`src/rtl/cache_pkg.sv`:
```
// Shared definitions for the set-associative cache tag store.
// Holds the default geometry, the width helper functions and the
// per-way line-state record used by tag_mem_sa.
package cache_pkg;

    localparam int ADDR_W_DEF   = 14;
    localparam int OFFSET_W_DEF = 5;
    localparam int INDEX_W_DEF  = 2;
    localparam int WAYS_DEF     = 8;

    // Stored tags are held zero-extended to this width so the record type
    // does not depend on the instance geometry; unused upper bits are
    // constant zero and trim away in synthesis.
    localparam int TAG_MAX = 32;

    function automatic int clog2(input int value);
        int r;
        r = 0;
        for (int i = 0; i < 32; i++) begin
            if ((1 << r) < value) begin
                r++;
            end
        end
        return r;
    endfunction

    function automatic int tag_w(input int addr_w, input int offset_w, input int index_w);
        return addr_w - offset_w - index_w;
    endfunction

    typedef struct packed {
        logic               valid;
        logic               dirty;
        logic [TAG_MAX-1:0] tag;
    } line_t;

endpackage

```
`src/rtl/tag_lru_set.sv`:
```
// LRU age registers for one cache set.
// Ports:
//   clk, reset_n   clock and async active-low reset (age of way w resets to w)
//   touch, way     make 'way' most recent (age 0); younger ways age by one
//   victim_by_age  way whose age is WAYS-1 (least recently used)
module tag_lru_set
    import cache_pkg::*;
#(
    parameter int WAYS = WAYS_DEF,
    parameter int CH_W = clog2(WAYS_DEF)
) (
    input  logic            clk,
    input  logic            reset_n,
    input  logic            touch,
    input  logic [CH_W-1:0] way,
    output logic [CH_W-1:0] victim_by_age
);

    logic [CH_W-1:0] age [WAYS];

    always_ff @(posedge clk or negedge reset_n) begin
        if (!reset_n) begin
            for (int w = 0; w < WAYS; w++) begin
                age[w] <= CH_W'(w);
            end
        end else if (touch) begin
            for (int w = 0; w < WAYS; w++) begin
                if (CH_W'(w) == way) begin
                    age[w] <= '0;
                end else if (age[w] < age[way]) begin
                    age[w] <= age[w] + 1'b1;
                end
            end
        end
    end

    // Ages form a permutation, so exactly one way matches.
    always_comb begin
        victim_by_age = '0;
        for (int w = 0; w < WAYS; w++) begin
            if (age[w] == CH_W'(WAYS - 1)) begin
                victim_by_age = CH_W'(w);
            end
        end
    end

endmodule

```
`src/rtl/tag_mem_sa.sv`:
```
// Set-associative tag store: per way per set a tag, valid, dirty and LRU age.
// Lookup is combinational on the current state; state and the response
// registers update on the same edge, giving a one-cycle response.
// Ports:
//   clk, reset_n       clock and async active-low reset
//   req, addr          request valid and byte address
//   wr, md, inv        allocate on miss, mark dirty, invalidate on hit
//   resp_valid, hit    response valid (one cycle after req) and hit flag
//   chan               hit way or allocated victim way
//   tag_out, dirty_out tag / dirty of chan before this request's update
module tag_mem_sa
    import cache_pkg::*;
#(
    parameter int ADDR_W   = ADDR_W_DEF,
    parameter int OFFSET_W = OFFSET_W_DEF,
    parameter int INDEX_W  = INDEX_W_DEF,
    parameter int WAYS     = WAYS_DEF,
    localparam int TAG_W   = tag_w(ADDR_W, OFFSET_W, INDEX_W),
    localparam int CH_W    = clog2(WAYS)
) (
    input  logic              clk,
    input  logic              reset_n,
    input  logic              req,
    input  logic [ADDR_W-1:0] addr,
    input  logic              wr,
    input  logic              md,
    input  logic              inv,
    output logic              resp_valid,
    output logic              hit,
    output logic [CH_W-1:0]   chan,
    output logic [TAG_W-1:0]  tag_out,
    output logic              dirty_out
);

    localparam int SETS = 1 << INDEX_W;

    line_t              lines      [SETS][WAYS];
    logic [CH_W-1:0]    victim_age [SETS];

    logic [TAG_W-1:0]   tag_in;
    logic [INDEX_W-1:0] idx;
    logic               hit_any;
    logic [CH_W-1:0]    hit_way;
    logic               free_any;
    logic [CH_W-1:0]    free_way;
    logic [CH_W-1:0]    alloc_way;
    logic [CH_W-1:0]    touch_way;
    logic               do_touch;
    line_t              cur_line;

    logic unused_offset;
    logic unused_tag_hi;

    assign tag_in        = addr[ADDR_W-1 -: TAG_W];
    assign idx           = addr[OFFSET_W +: INDEX_W];
    assign unused_offset = ^addr[OFFSET_W-1:0];

    // Descending scans so the lowest matching / lowest free index wins.
    always_comb begin
        hit_any  = 1'b0;
        hit_way  = '0;
        free_any = 1'b0;
        free_way = '0;
        for (int w = WAYS - 1; w >= 0; w--) begin
            if (lines[idx][w].valid && (lines[idx][w].tag == TAG_MAX'(tag_in))) begin
                hit_any = 1'b1;
                hit_way = CH_W'(w);
            end
            if (!lines[idx][w].valid) begin
                free_any = 1'b1;
                free_way = CH_W'(w);
            end
        end
    end

    assign alloc_way     = free_any ? free_way : victim_age[idx];
    assign touch_way     = hit_any ? hit_way : alloc_way;
    assign do_touch      = req && (hit_any ? !inv : wr);
    assign cur_line      = lines[idx][touch_way];
    assign unused_tag_hi = ^cur_line.tag[TAG_MAX-1:TAG_W];

    for (genvar s = 0; s < SETS; s++) begin : g_lru
        tag_lru_set #(
            .WAYS (WAYS),
            .CH_W (CH_W)
        ) u_lru (
            .clk           (clk),
            .reset_n       (reset_n),
            .touch         (do_touch && (idx == INDEX_W'(s))),
            .way           (touch_way),
            .victim_by_age (victim_age[s])
        );
    end

    always_ff @(posedge clk or negedge reset_n) begin
        if (!reset_n) begin
            for (int s = 0; s < SETS; s++) begin
                for (int w = 0; w < WAYS; w++) begin
                    lines[s][w] <= '0;
                end
            end
        end else if (req) begin
            if (hit_any) begin
                if (inv) begin
                    lines[idx][hit_way].valid <= 1'b0;
                    lines[idx][hit_way].dirty <= 1'b0;
                end else if (md) begin
                    lines[idx][hit_way].dirty <= 1'b1;
                end
            end else if (wr) begin
                lines[idx][alloc_way] <= '{valid: 1'b1, dirty: md, tag: TAG_MAX'(tag_in)};
            end
        end
    end

    always_ff @(posedge clk or negedge reset_n) begin
        if (!reset_n) begin
            resp_valid <= 1'b0;
            hit        <= 1'b0;
            chan       <= '0;
            tag_out    <= '0;
            dirty_out  <= 1'b0;
        end else begin
            resp_valid <= req;
            if (req) begin
                hit <= hit_any;
                if (hit_any || wr) begin
                    chan      <= touch_way;
                    tag_out   <= cur_line.tag[TAG_W-1:0];
                    // A hit line is valid, so this is its dirty bit; on
                    // allocation it flags a required writeback.
                    dirty_out <= cur_line.valid & cur_line.dirty;
                end else begin
                    chan      <= '0;
                    tag_out   <= '0;
                    dirty_out <= 1'b0;
                end
            end
        end
    end

endmodule

```
`config.mk`:
```
export PLATFORM = sky130hd
export DESIGN_NAME = tag_mem_sa
export DESIGN_NICKNAME = d
export VERILOG_FILES = /design/src/rtl/cache_pkg.sv /design/src/rtl/tag_lru_set.sv /design/src/rtl/tag_mem_sa.sv
export SDC_FILE = /design/constraint.sdc
export NUM_CORES = 1
export LEC_CHECK = 0
export ABC_AREA = 1
export CAP_MARGIN = 20
export CORE_AREA = 2 2 152 302
export CTS_CLUSTER_SIZE = 10
export DETAILED_ROUTE_END_ITERATION = 10
export DIE_AREA = 0 0 154 304
export GPL_TIMING_DRIVEN = 0
export PLACE_DENSITY_LB_ADDON = 0.15
export SETUP_SLACK_MARGIN = 0.4
export SLEW_MARGIN = 15
export SYNTH_ARGS = -nofsm -noshare
export SYNTH_HDL_FRONTEND = slang
export SYNTH_HIERARCHICAL = 1
export SYNTH_SLANG_ARGS = --single-unit
export TNS_END_PERCENT = 5
```
`constraint.sdc`:
```
create_clock -name clk -period 4.1 [get_ports clk]
set_clock_uncertainty 0.1 [all_clocks]
set_input_delay 0.82 -clock clk [delete_from_list [all_inputs] [get_ports clk]]
set_output_delay 0.82 -clock clk [all_outputs]
set_load 0.1 [all_outputs]
```
==> summary.md <==
| Metric | Value |
|---|---|
| Status | finished with violations |
| Violations in the final reports | negative setup slack |
| Die Wd | between 150 and 200 µm |
| Antenna cell count | 0 |
| Maximum number of pins on one net before global-route repair | between 100 and 150 |
| Die ar. | approximately 0.047 mm² |
| Max-cap viol count | 0 |
| Post-DRT Antenna Nets | 0 |
| Via count of the first global-routing pass | 24500 |
| Sw Pwr | roughly 7.2 mW |
| Total congestion overflow after global routing | 0 |
| Total power density per cell area | between 500 and 600 mW/mm² |
| Fraction of synthesis flops using an asynchronous set or reset pin | 100% |
| Static power due to leakage | 15.3 nW |
| Number of distinct library cells after synthesis | slightly above 50 |
| Slew of the pin with the lowest slew margin | around 1200 ps |
| Number of buffers added by the clock tree synthesis step | 46 |
| CTS tree | built |
| Share of synthesized area occupied by flip-flops and latches | between 30% and 40% |
| Height of the die | 304 µm |
| Dominant register cell in the synthesized netlist | sky130_fd_sc_hd__dfrtp_1 |
| Final Power | between 15 and 20 mW |
| Setup repair after global routing missed its margin | true |
| Footprint of the multi-input gates | about 0.015 mm² |
| Average via count per standard cell | a little under 6 |
| Antenna violations before repair | 1 |
| RD Place Congestion | just over 1 |
| Drc violations | 0 |
| Count of buffers from port buffering | 19 |
| Fraction of layout instances using a drive strength above 1 | between 10% and 20% |
| Core Rows | 110 |
| H-tree depth | 2 |
| Core region area | roughly 0.045 mm² |
| Overall routing resource usage | ~40% |
| Period Utilization, post-route | 104% |
| Filler cell count | 3841 |
| Number of design-rule violations left by the first detailed-router iteration | about 2600 |
| Peak supply drop | 0.000425 V |
| Final hold violation count | 0 |
| Highest-delay cell along the critical path | sky130_fd_sc_hd__ha_1 |
| Insertion delay to the later sink of the worst-skew pair | around 600 ps |
| Clk network pwr share | 22.4% |
| Max-slew violation total from the final report | 0 |
| Worst setup slack after layout | -162 ps |
| First-pass GRT wire length | 144 mm |
| Critical Setup Path Class | primary input to register |
| Yosys warns | 6 |
| Combined flip-flop and latch cell area | approximately 0.010 mm² |
| Initial Util | 57.0% |
| Max Fanout on Critical Path | 10 |
| First-pass iteration count of the detailed router | 9 |
| Netlist area before placement | around 0.025 mm² |
| Total half-perimeter wirelength after legalization and detailed placement | roughly 67 mm |
| WL/cell | 22.2 µm |
| Crit path required time | ~4500 ps |
| Number of enable-type register cells in the synthesized netlist | 0 |
| Post-Synthesis Net Count | 3747 |
| Internal power consumption | between 9 and 10 mW |
| Net switching fraction of the power | approximately 43% |
| Register-to-register path setup slack | -50 ps |
| Longest Clk Path Bufs | 3 |
| Mean Syn Cell Area | around 7.1 µm² |
| Shortest clock period the worst path allows after layout | roughly 4300 ps |
| Hold/Removal Path Class | primary input to asynchronous set/reset pin |
| Final setup fails | 91 |
| Kind of start point of the critical path | primary input |
| Register clock-pin slew on the reported worst setup and hold paths | 60 ps |
| Wire length reported by the detailed router | around 96 mm |
| Max incr delay on CP | 250 ps |
| Post-synthesis register bit count | 397 |
| Buffer type at the clock tree root | sky130_fd_sc_hd__clkbuf_16 |
| Maximum clock frequency | around 230 MHz |
| Number of nets in the layout | just under 4000 |
| Register share of total power | approximately 33% |
| Area added between synthesis and finish | 18.9% |
| Relative slew slack | approximately a fifth |
| Worst Setup End Kind | register |
| Library cell appearing most often on the critical path | sky130_fd_sc_hd__nand2_1 |
| Clock tree sinks | between 300 and 400 |
| Relative contribution of combinational cells to total power | 44.2% |
| I/O pin total | 33 |
| Via Count | 25600 |
| Hold Slack | about 180 ps |
| Number of instances in the synthesized netlist | around 3600 |
| Arrival time of the worst setup path | between 4000 and 5000 ps |
[state kept, by name, indices dropped and copies added, names as in the netlist]
signal / flops
resp_valid: 1
tag_out: 7
chan: 3
dirty_out: 1
hit: 1
g_lru.u_lru/age: 96
lines: 288
[synthesized netlist by cell type, drive strengths merged (36+ instances only)]
cell	n	area, µm²
a21oi	70	395
a22oi	58	445
buf	115	772
clkbuf	69	259
dfrtp	349	8730
dfstp	48	1260
ha	124	1550
inv	303	1150
nand2	1469	5720
nand3	380	2000
nand4	36	231
nor2	189	812
o21ai	316	1600
[metrics by stage]
step | area [µm²] | setup slack, ps | instances | util, % | setup TNS [ps]
6_report | 30300 | -162 | 4325 | 67.8 | -6420
5_1_grt | 30300 | -298 | 4325 | 67.8 | -21750
4_1_cts | 29600 | 13.3 | 4315 | 66.1 | 0
3_5_place_dp | 26600 | -2160 | 4185 | 59.5 | -441450
3_3_place_gp | 26500 | -15190 | 4182 | 59.3 | -6204970
2_1_floorplan | 25600 | -81.3 | 3603 | - | -2480
[cells by family after synthesis]
family / count (synthesis) / synth area share, %
fa+ha+maj: 124 / 6.09
xor+xnor: 4 / 0.137
simple gates: 2105 / 35.2
buf+inv: 489 / 8.63
compound gates: 484 / 10.7
flops: 397 / 39.2
[cell type report]
| class | count | share of cell area (%) |
|---|---|---|
| buffer | 184 | 5.02 |
| tap | 560 | 2.31 |
| timing repair buffer | 97 | 3.45 |
| sequential | 397 | 33.0 |
| inverter | 305 | 4.03 |
| clock inverter | 5 | 0.297 |
| multi-input combinational | 2718 | 48.0 |
| clock buffer | 59 | 3.96 |
[power by group through the flow]
stage	clock network, mW	registers (mW)	logic [mW]
6_report	3.74	5.56	7.39
5_1_grt	3.90	5.65	8.26
4_1_cts	3.79	5.51	6.99
3_5_place_dp	0	5.55	6.39
3_3_place_gp	0	5.54	6.20
2_1_floorplan	0	5.64	4.62
[layout by cell type, fill, tap and decap left out, types with 10 or more instances in the layout]
master,n
sky130_fd_sc_hd__a21oi_2,35
sky130_fd_sc_hd__clkdlybuf4s50_1,17
sky130_fd_sc_hd__dfrtp_1,349
sky130_fd_sc_hd__nand2_4,18
sky130_fd_sc_hd__ha_1,95
sky130_fd_sc_hd__nor2_4,17
sky130_fd_sc_hd__dfstp_2,48
sky130_fd_sc_hd__buf_2,40
sky130_fd_sc_hd__buf_8,12
sky130_fd_sc_hd__a22oi_2,33
sky130_fd_sc_hd__clkbuf_1,49
sky130_fd_sc_hd__o21ai_0,76
sky130_fd_sc_hd__nor2_1,157
sky130_fd_sc_hd__clkbuf_2,21
sky130_fd_sc_hd__nand3_1,353
sky130_fd_sc_hd__nand2_1,1331
sky130_fd_sc_hd__nand3_2,14
sky130_fd_sc_hd__o22ai_1,16
sky130_fd_sc_hd__or2_1,13
sky130_fd_sc_hd__buf_16,10
sky130_fd_sc_hd__o21ai_1,230
sky130_fd_sc_hd__nor2_2,12
sky130_fd_sc_hd__nand2_2,116
sky130_fd_sc_hd__nand3_4,13
sky130_fd_sc_hd__buf_6,33
sky130_fd_sc_hd__inv_4,11
sky130_fd_sc_hd__a22oi_1,25
sky130_fd_sc_hd__buf_12,23
sky130_fd_sc_hd__inv_1,257
sky130_fd_sc_hd__buf_4,70
sky130_fd_sc_hd__nand4_1,35
sky130_fd_sc_hd__a21oi_1,31
sky130_fd_sc_hd__ha_4,27
sky130_fd_sc_hd__inv_2,31
sky130_fd_sc_hd__clkbuf_16,46
[final timing paths]
path                                                          from                                 end  cells after the start
worst min-delay path                                       reset_n              lines[817]$_DFFE_PN0P_                      1
worst max register to register  g_lru[0].u_lru/age[18]$_DFFE_PN1P_   g_lru[2].u_lru/age[9]$_DFFE_PN0P_                     31
min in group clk                            lines[169]$_DFFE_PN0P_              lines[169]$_DFFE_PN0P_                      2
worst max-delay path                                       addr[5]   g_lru[2].u_lru/age[9]$_DFFE_PN0P_                     35
max in group asynchronous                                  reset_n  g_lru[2].u_lru/age[16]$_DFFE_PN1P_                      2
worst min register to register              lines[169]$_DFFE_PN0P_              lines[169]$_DFFE_PN0P_                      2
[metal layers]
layer	track usage (%)	share of wire, %
met5	0	0
met4	29.5	8.7
met3	6.94	8.7
met2	61.6	44
met1	52.0	39
[repair_timing]
| item | in CTS | in global routing |
|---|---|---|
| pin swaps | 51 | 31 |
| buffers inserted | 60 | 10 |
| resized for setup | 244 | 203 |
| cloned | 6 | 0 |
| setup endpoints to repair | 395 | 392 |
| hold buffers | 0 | 0 |
[worst max-delay path, delay by kind of cell]
kind | cells | cell delay [ps]
compound gates | 4 | 660
fa+ha+maj | 1 | 250
buf+inv | 11 | 1180
simple gates | 19 | 1660
No activity file was read; power rests on OpenSTA's default activity.
